## src/rtl/powlib_pkg.sv

```systemverilog
// powlib_pkg: shared helpers for the powlib dual-port RAM arbiter.
//   clog2   - ceiling log2 for deriving pointer / address widths
//   oh_enc  - one-hot to index encoder (up to MAX_N requesters)
//   rtag_t  - read-tag carried alongside an outstanding RAM read
package powlib_pkg;

  localparam int MAX_N = 8;

  typedef struct packed {
    logic       vld;
    logic [2:0] idx;
  } rtag_t;

  function automatic int clog2(input int v);
    int r;
    r = 0;
    for (int i = 0; i < 31; i++)
      if ((1 << i) < v) r = i + 1;
    return r;
  endfunction

  function automatic logic [2:0] oh_enc(input logic [MAX_N-1:0] oh);
    logic [2:0] r;
    r = '0;
    for (int i = 0; i < MAX_N; i++)
      if (oh[i]) r = r | 3'(i);
    return r;
  endfunction

endpackage

```

## src/rtl/powlib_rrarb.sv

```systemverilog
// powlib_rrarb: round-robin arbiter with a rotating priority pointer.
//   clk_i  - clock
//   rst_i  - synchronous active-high reset (pointer -> 0)
//   req_i  - request vector
//   gnt_o  - one-hot grant, first request at or after the pointer
//   gvld_o - any grant this cycle
// After granting index g the pointer moves to (g+1) mod N; it holds when idle.
module powlib_rrarb
  import powlib_pkg::*;
#(
  parameter int N = 4
) (
  input  logic         clk_i,
  input  logic         rst_i,
  input  logic [N-1:0] req_i,
  output logic [N-1:0] gnt_o,
  output logic         gvld_o
);

  localparam int PW = clog2(N);

  logic [PW-1:0] ptr_q, ptr_d;
  logic [PW-1:0] gidx;
  logic [PW:0]   s;
  logic [PW:0]   nxt;
  logic          found;

  // Cyclic search starting at the pointer; s carries one spare bit so the
  // wrap works for non-power-of-two N.
  always_comb begin
    gnt_o = '0;
    gidx  = '0;
    found = 1'b0;
    s     = '0;
    for (int k = 0; k < N; k++) begin
      s = {1'b0, ptr_q} + (PW+1)'(k);
      if (s >= (PW+1)'(N)) s = s - (PW+1)'(N);
      if (!found && req_i[s[PW-1:0]]) begin
        found              = 1'b1;
        gnt_o[s[PW-1:0]]   = 1'b1;
        gidx               = s[PW-1:0];
      end
    end
  end

  assign gvld_o = found;

  always_comb begin
    nxt   = {1'b0, gidx} + (PW+1)'(1);
    ptr_d = ptr_q;
    if (found) ptr_d = (nxt == (PW+1)'(N)) ? '0 : nxt[PW-1:0];
  end

  always_ff @(posedge clk_i) begin
    if (rst_i) ptr_q <= '0;
    else       ptr_q <= ptr_d;
  end

endmodule

```

## src/rtl/powlib_dpram_arb.sv

```systemverilog
// powlib_dpram_arb: shares one external dual-port RAM between N requesters.
// Write and read ports are arbitrated independently by two round-robin
// arbiters; read responses are routed back one-hot after ERRD+1 cycles.
//   clk_i, rst_i            - clock, synchronous active-high reset
//   in_vld_i/in_op_i        - per-requester valid and op (1 = write, 0 = read)
//   in_addr_i/data_i/be_i   - flattened per-requester address, data, byte enables
//   in_rdy_o                - request accepted (granted by either arbiter)
//   out_vld_o/out_data_o    - one-hot read response valid, broadcast data
//   wr_vld_o/addr/data/be   - RAM write port
//   rd_addr_o, rd_data_i    - RAM read port
module powlib_dpram_arb
  import powlib_pkg::*;
#(
  parameter  int N    = 4,
  parameter  int W    = 32,
  parameter  int D    = 4,
  parameter  int EWBE = 0,
  parameter  int ERRD = 1,
  localparam int AW   = clog2(D),
  localparam int BW   = W / 8
) (
  input  logic            clk_i,
  input  logic            rst_i,
  input  logic [N-1:0]    in_vld_i,
  output logic [N-1:0]    in_rdy_o,
  input  logic [N-1:0]    in_op_i,
  input  logic [N*AW-1:0] in_addr_i,
  input  logic [N*W-1:0]  in_data_i,
  input  logic [N*BW-1:0] in_be_i,
  output logic [N-1:0]    out_vld_o,
  output logic [W-1:0]    out_data_o,
  output logic            wr_vld_o,
  output logic [AW-1:0]   wr_addr_o,
  output logic [W-1:0]    wr_data_o,
  output logic [BW-1:0]   wr_be_o,
  output logic [AW-1:0]   rd_addr_o,
  input  logic [W-1:0]    rd_data_i
);

  logic [N-1:0]     wreq, rreq, wgnt, rgnt;
  logic             wgv, rgv;
  logic [BW-1:0]    be_sel;
  logic [MAX_N-1:0] rgnt8;
  rtag_t            tag_d, tail;
  rtag_t            pipe_q [ERRD:0];

  // Requests are masked during reset so nothing is granted or written.
  assign wreq = rst_i ? '0 : (in_vld_i &  in_op_i);
  assign rreq = rst_i ? '0 : (in_vld_i & ~in_op_i);

  powlib_rrarb #(.N(N)) u_warb (
    .clk_i (clk_i), .rst_i (rst_i), .req_i (wreq), .gnt_o (wgnt), .gvld_o (wgv)
  );

  powlib_rrarb #(.N(N)) u_rarb (
    .clk_i (clk_i), .rst_i (rst_i), .req_i (rreq), .gnt_o (rgnt), .gvld_o (rgv)
  );

  assign in_rdy_o = wgnt | rgnt;
  assign wr_vld_o = wgv;

  // One-hot grant muxes for both RAM ports.
  always_comb begin
    wr_addr_o = '0;
    wr_data_o = '0;
    be_sel    = '0;
    rd_addr_o = '0;
    for (int i = 0; i < N; i++) begin
      if (wgnt[i]) begin
        wr_addr_o = in_addr_i[i*AW +: AW];
        wr_data_o = in_data_i[i*W +: W];
        be_sel    = in_be_i[i*BW +: BW];
      end
      if (rgnt[i]) rd_addr_o = in_addr_i[i*AW +: AW];
    end
  end

  if (EWBE != 0) begin : g_be
    assign wr_be_o = be_sel;
  end else begin : g_nobe
    logic be_unused;
    assign be_unused = ^be_sel;
    assign wr_be_o   = '1;
  end

  // Read-tag pipe: depth tracks the RAM read latency so the tail lines up
  // with rd_data_i.
  assign rgnt8     = MAX_N'(rgnt);
  assign tag_d.vld = rgv;
  assign tag_d.idx = oh_enc(rgnt8);

  always_ff @(posedge clk_i) begin
    if (rst_i) begin
      for (int s = 0; s <= ERRD; s++) pipe_q[s] <= '0;
    end else begin
      pipe_q[0] <= tag_d;
      for (int s = 1; s <= ERRD; s++) pipe_q[s] <= pipe_q[s-1];
    end
  end

  assign tail = pipe_q[ERRD];

  // Gated by rst_i so a read accepted just before reset never responds,
  // even with the single-stage pipe.
  always_comb begin
    out_vld_o = '0;
    for (int i = 0; i < N; i++)
      out_vld_o[i] = tail.vld && !rst_i && (tail.idx == 3'(i));
  end

  assign out_data_o = rd_data_i;

endmodule

```

## config.mk

```make
export PLATFORM = sky130hd
export DESIGN_NAME = powlib_dpram_arb
export DESIGN_NICKNAME = d
export VERILOG_FILES = /design/src/rtl/powlib_pkg.sv /design/src/rtl/powlib_rrarb.sv /design/src/rtl/powlib_dpram_arb.sv
export SDC_FILE = /design/constraint.sdc
export NUM_CORES = 1
export LEC_CHECK = 0
export CAP_MARGIN = 20
export CORE_AREA = 2 2 108 110
export DETAILED_ROUTE_END_ITERATION = 6
export DIE_AREA = 0 0 110 112
export PLACE_DENSITY = 0.8
export RECOVER_POWER = 100
export SYNTH_ARGS = -nofsm -noshare
export SYNTH_HDL_FRONTEND = slang
export SYNTH_SLANG_ARGS = --single-unit
```

## constraint.sdc

```tcl
create_clock -name clk_i -period 8.3 [get_ports clk_i]
set_input_delay 0.83 -clock clk_i [delete_from_list [all_inputs] [get_ports clk_i]]
set_output_delay 0.83 -clock clk_i [all_outputs]
set_load 0.03 [all_outputs]
```

-- After elaboration in Yosys (flattened, before gate mapping)
Memory sizes are Yosys's and may differ from the RTL's.
Index checks and enable logic that the tools add are counted.
- bits of input ports: 194
- memories: 1
- output and inout port bits: 81
- bits in registers: 4
- RAM bits: 8
- memories (name ; words ; bits a word ; rd ports ; clocked after Yosys merged registers in ; wr ports ; RTL line ; source):
    pipe_q ; 2 ; 4 ; 2 ; 0 ; 2 ; powlib_dpram_arb.sv:45 ; rtag_t pipe_q [ERRD:0];
- multiplexer cells: 88
- $add $sub $neg: 16
- equality and inequality tests: 5
- order comparisons: 24
- bitwise logic cells: 12
- reduce and logical (&&, ||, !) cells: 27
- operators by type and width (cell ; number):
    $mux W32 ; 4
    $mux W2 ; 28
    $mux W4 ; 12
    $mux W1 ; 28
    $or A4 B4 Y4 ; 7
    $lt A2 B3 Y1 const B ; 8
    $logic_and A1 B1 Y1 ; 19
    $ge A3 B3 Y1 const B ; 6
    $bmux W1 S2 ; 8
    $demux W1 S2 ; 8
    $ge A2 B1 Y1 const B ; 8
    $sub A2 B1 Y2 const B ; 8
    $add A2 B1 Y3 const B ; 4
    $add A2 B2 Y3 const B ; 4
    $and A4 B4 Y4 ; 2
    $logic_not A1 Y1 ; 7
    $eq A3 B2 Y1 const B ; 2
    $eq A3 B3 Y1 const B ; 2
    $ge A2 B3 Y1 const B ; 2
    $not A4 Y4 ; 1
    $eq A3 B1 Y1 const B ; 1
    $logic_not A3 Y1 ; 1
    $or A1 B1 Y1 ; 2

-- Longest topological paths before layout
- word-level depth: 19
- gate-level depth with buffers: 14

-- Hierarchy
From an unflattened synthesis, not the netlist that was laid out.
- cell total of the unflattened synthesis: 351
- area total of the unflattened synthesis: 3054.2 um^2
- by module, submodules not included (module ; area each (um^2) ; instances ; cells an instance ; sequential area each (um^2)):
    powlib_dpram_arb ; 1818.0 ; 1 ; 206 ; 120.1
    powlib_rrarb at u_warb ; 624.3 ; 1 ; 73 ; 40.0
    powlib_rrarb at u_rarb ; 611.8 ; 1 ; 72 ; 40.0

-- Worst setup path after synthesis
OpenSTA, ideal clock, no wires.
- path kind: input to output
- start: input port rst_i
- end: output port wr_addr_o[0]
- stages on the path: 9
- path buffers: 3
- path slack: 4.309 ns
- arrival: 3.161 ns
- cell sequence: buf_6 -> nand4b_1 -> and2_1 -> a22o_1 -> and2_4 -> a221o_1 -> clkbuf_2 -> buf_4 -> o31ai_1
- cells in the longest elaborated chain, start to end: 17
- elaborated cells between the ends (all ways): 29
- those cells by class: mux: 20; bitwise: 3; reduce/logical: 6
- ends and longest elaborated chain (what ; RTL line ; source):
    start: declaration ; powlib_dpram_arb.sv:23 ; input logic rst_i,
    $mux W4 (*) ; powlib_dpram_arb.sv:48 ; assign wreq = rst_i ? '0 : (in_vld_i & in_op_i);
    $bmux W1 S2 ; powlib_rrarb.sv:38 ; if (!found && req_i[s[PW-1:0]]) begin
    $mux W1 (not written as such) ; powlib_rrarb.sv:38 ;
    $mux W1 ; powlib_rrarb.sv:38 ;
    $logic_not A1 Y1 ; powlib_rrarb.sv:38 ;
    $logic_and A1 B1 Y1 ; powlib_rrarb.sv:38 ;
    $mux W1 ; powlib_rrarb.sv:38 ;
    $logic_not A1 Y1 ; powlib_rrarb.sv:38 ;
    $logic_and A1 B1 Y1 ; powlib_rrarb.sv:38 ;
    $mux W1 ; powlib_rrarb.sv:38 ;
    $logic_not A1 Y1 ; powlib_rrarb.sv:38 ;
    $logic_and A1 B1 Y1 ; powlib_rrarb.sv:38 ;
    $mux W4 (*) ; powlib_rrarb.sv:38 ;
    $mux W2 (3 in a row) ; powlib_dpram_arb.sv:69 ; if (wgnt[i]) begin
    $mux W2 (*) ; powlib_dpram_arb.sv:69 ;
    end: declaration ; powlib_dpram_arb.sv:33 ; output logic [AW-1:0] wr_addr_o,
Every way passes the cells marked *; elsewhere a longest branch is shown, timed or not. The select of a mux whose other input is x is not followed.

-- Final worst setup path
- start: input port rst_i
- end: output port wr_data_o[31]
- cells in the longest elaborated chain, start to end: 17
- elaborated cells between the ends (all ways): 29
- those cells by class: mux: 20; bitwise: 3; reduce/logical: 6
- ends and longest elaborated chain (what ; RTL line ; source):
    $mux W4 (*) ; powlib_dpram_arb.sv:48 ;
    $bmux W1 S2 ; powlib_rrarb.sv:38 ;
    $mux W1 (not written as such) ; powlib_rrarb.sv:38 ;
    $mux W1 ; powlib_rrarb.sv:38 ;
    $logic_not A1 Y1 ; powlib_rrarb.sv:38 ;
    $logic_and A1 B1 Y1 ; powlib_rrarb.sv:38 ;
    $mux W1 ; powlib_rrarb.sv:38 ;
    $logic_not A1 Y1 ; powlib_rrarb.sv:38 ;
    $logic_and A1 B1 Y1 ; powlib_rrarb.sv:38 ;
    $mux W1 ; powlib_rrarb.sv:38 ;
    $logic_not A1 Y1 ; powlib_rrarb.sv:38 ;
    $logic_and A1 B1 Y1 ; powlib_rrarb.sv:38 ;
    $mux W4 (*) ; powlib_rrarb.sv:38 ;
    $mux W32 (3 in a row) ; powlib_dpram_arb.sv:69 ;
    $mux W32 (*) ; powlib_dpram_arb.sv:69 ;
    end: declaration ; powlib_dpram_arb.sv:34 ; output logic [W-1:0] wr_data_o,
Marks and branches as above.

==> metrics.md <==
| Metric | Value |
|---|---|
| Synthesis-to-layout area growth | 51.7% |
| Lkg Pwr | 1.89 nW |
| Antenna violations before repair | 1 |
| Number of setup buffers added after CTS | 0 |
| Seq cells post-synth | 10 |
| Hold Path Class | flip-flop to flip-flop |
| Top FF cell, synth | dfxtp_1 |
| Maxcap violations | 1 |
| CTS Buffer Depth | 2 |
| Fin. Hold Viols | 0 |
| Setup crit start kind | primary input |
| Crit Path Max Fanout | 39 |
| Post-synth top cells | nor2_1, nand2_1, buf_4 |
| Synth area leaders | a221oi_2, o31ai_2, buf_4 |
| Hold_buf cts | 0 |
| Worst skew pair latency | 0.24 ns |
| Clk_skew | 0.00713 ns |
| Critical Path RT | 7.47 ns |
| DRT Pass-1 Iters | 4 |
| Gp weighted congestion | 0.933 |
| EDFF count, synth | 0 |
| Fmax | 0.142 GHz |
| # DRC | 0 |
| Power, Total | 1.68 mW |
| GRT Total Usage | 0.200 |
| Final setup fails | 0 |
| Post-synthesis sequential area ratio | 0.0606 |
| Clk sinks | 10 |
| Crit path DAT | 6.20 ns |
| Remaining global-route overflow | 0 |
| Core area | 0.0112 mm^2 |
| Most frequent cell after synthesis | nor2_1 |
| Vias per cell | 5.51 |
| DP Wirelength | 10.4 mm |
| Setup TNS Final | 0 ns |
| Share of cells above drive strength 1 | 0.179 |
| Ys async rst share | 0 |
| Synthesized area | 0.00330 mm^2 |
| DIE HEIGHT | 112 um |
| Peak supply drop | 0.000272 V |
| DIE AREA | 0.0123 mm^2 |
| Final ANT Viol Nets | 0 |
| Post-DR wirelength/cell | 19.3 um |
| Ys Warns | 0 |
| DP Area | 0.00495 mm^2 |
| # rows | 39 |
| Cts bufs inserted | 3 |
| Die W | 110 um |
| Max transition margin | -0.0214 |
| Syn_area_per_cell | 8.14 um^2 |
| Setup CP Type | primary input to output pin |
| Failing checks | max-capacitance violations, max-slew violations |
| Status | finished, violations left |
| Nets | 752 |
| Root Buffer | clkbuf_16 |
| Initial DRC count | 241 |
| Synth top area share | 0.141 |
| Worst-path clk slew | 0.04 ns |
| Number of H-tree levels | 1 |
| Fin crit share | 0.848 |
| # IOs | 275 |
| Fin crit period | 7.03 ns |
| Synth cell types | 80 |
| PostCTS Resize Cnt | 0 |
| Max-slew violations | 40 |
| Synth Instances | 406 |
| Port-buffer cells | 190 |
| Pwr Density | 335 mW/mm^2 |
| Vias in the first global route | 3653 |
| Design area | 0.00501 mm^2 |
| Layout Utilization | 0.448 |
| TritonCTS clock tree | built |
| CP endpoint kind | output pin |
| WL final | 13.2 mm |
| First-pass GRT wire length | 19.4 mm |
| Vias | 3780 |
| Worst Tran Pin Value | 1.53 ns |
| Largest net degree at the start of global routing | 40 |
| RSZ-0062 raised after global routing | false |
| Top cell type by total area after synthesis | a221oi_2 |
| Initial Util | 0.296 |
[layout make-up]
class                      count  area [um^2]
fill                        1067         6160
multi-input combinational    324         2570
timing repair buffer         197         1950
sequential                    10          200
tap                          143          179
clock buffer                   3         75.1
inverter                       8         30.0
antenna                        1         2.50
[metrics by stage]
stage / std cells / hold slack [ns] / setup slack, ns
final: 686 / 0.441 / 1.27
after global routing: 686 / 0.464 / 1.03
after CTS: 685 / 0.437 / 2.26
after detailed placement: 682 / 0.434 / 2.28
after global placement: 682 / 0.431 / 2.34
after floorplan: 409 / 0.414 / 4.31
[placed cells by master, fill, tap and decap left out, types with 6 or more instances in the layout]
master and count:
a21oi_1 12, a221oi_2 31, buf_4 6, clkdlybuf4s50_1 152
dfxtp_1 10, dlygate4sd3_1 38, ha_1 14, inv_1 7
nand2_1 43, nand2b_1 7, nand3_1 11, nor2_1 48
nor2b_1 8, o21ai_0 11, o31ai_2 30
[cells by family (layout without fill, tap and decap cells)]
group | after synthesis | in the layout | synth area share
simple gates | 162 | 162 | 0.258
compound gates | 137 | 137 | 0.444
buf+inv | 75 | 208 | 0.159
fa+ha+maj | 14 | 14 | 0.0530
flops | 10 | 10 | 0.0606
mux | 4 | 4 | 0.0167
xor+xnor | 3 | 3 | 0.00796
other cells | 1 | 5 | 0.00114
[metal layers]
layer,share of wire,vias to the layer above,GRT usage
li1,-,1788,-
met3,0.096,34,0.0556
met1,0.43,1780,0.260
met4,0.018,0,0.0591
met2,0.46,178,0.317
met5,0,-,0
[worst max-delay path: stages]
cell and delay (ns):
dlygate4sd3_1 0.52, clkbuf_1 1.10, and4bb_2 0.34, o21ai_0 0.42, o2111ai_1 0.23, o211a_4 0.21
a211oi_4 0.67, buf_4 0.41, a221oi_1 0.13, o31ai_1 0.49, dlygate4sd3_1 0.83
[final timing paths]
| path | slack, ns | cells after the start | start | to |
|---|---|---|---|---|
| worst max register to register | 5.13 | 7 | flip-flop | pipe_q[0][0] |
| worst min-delay path | 0.44 | 1 | pipe_q[0][1] | pipe_q[0][5] |
| worst max-delay path | 1.27 | 11 | rst_i | wr_data_o[31] |
| worst min register to register | 0.44 | 1 | pipe_q[0][1] | pipe_q[0][5] |
[report_power, final]
| group | switching [mW] | internal, mW |
|---|---|---|
| clock network | 0.0213 | 0.0624 |
| logic | 0.893 | 0.607 |
| registers | 0.0312 | 0.0624 |
Note: power is estimated with default switching activity, not from simulation.
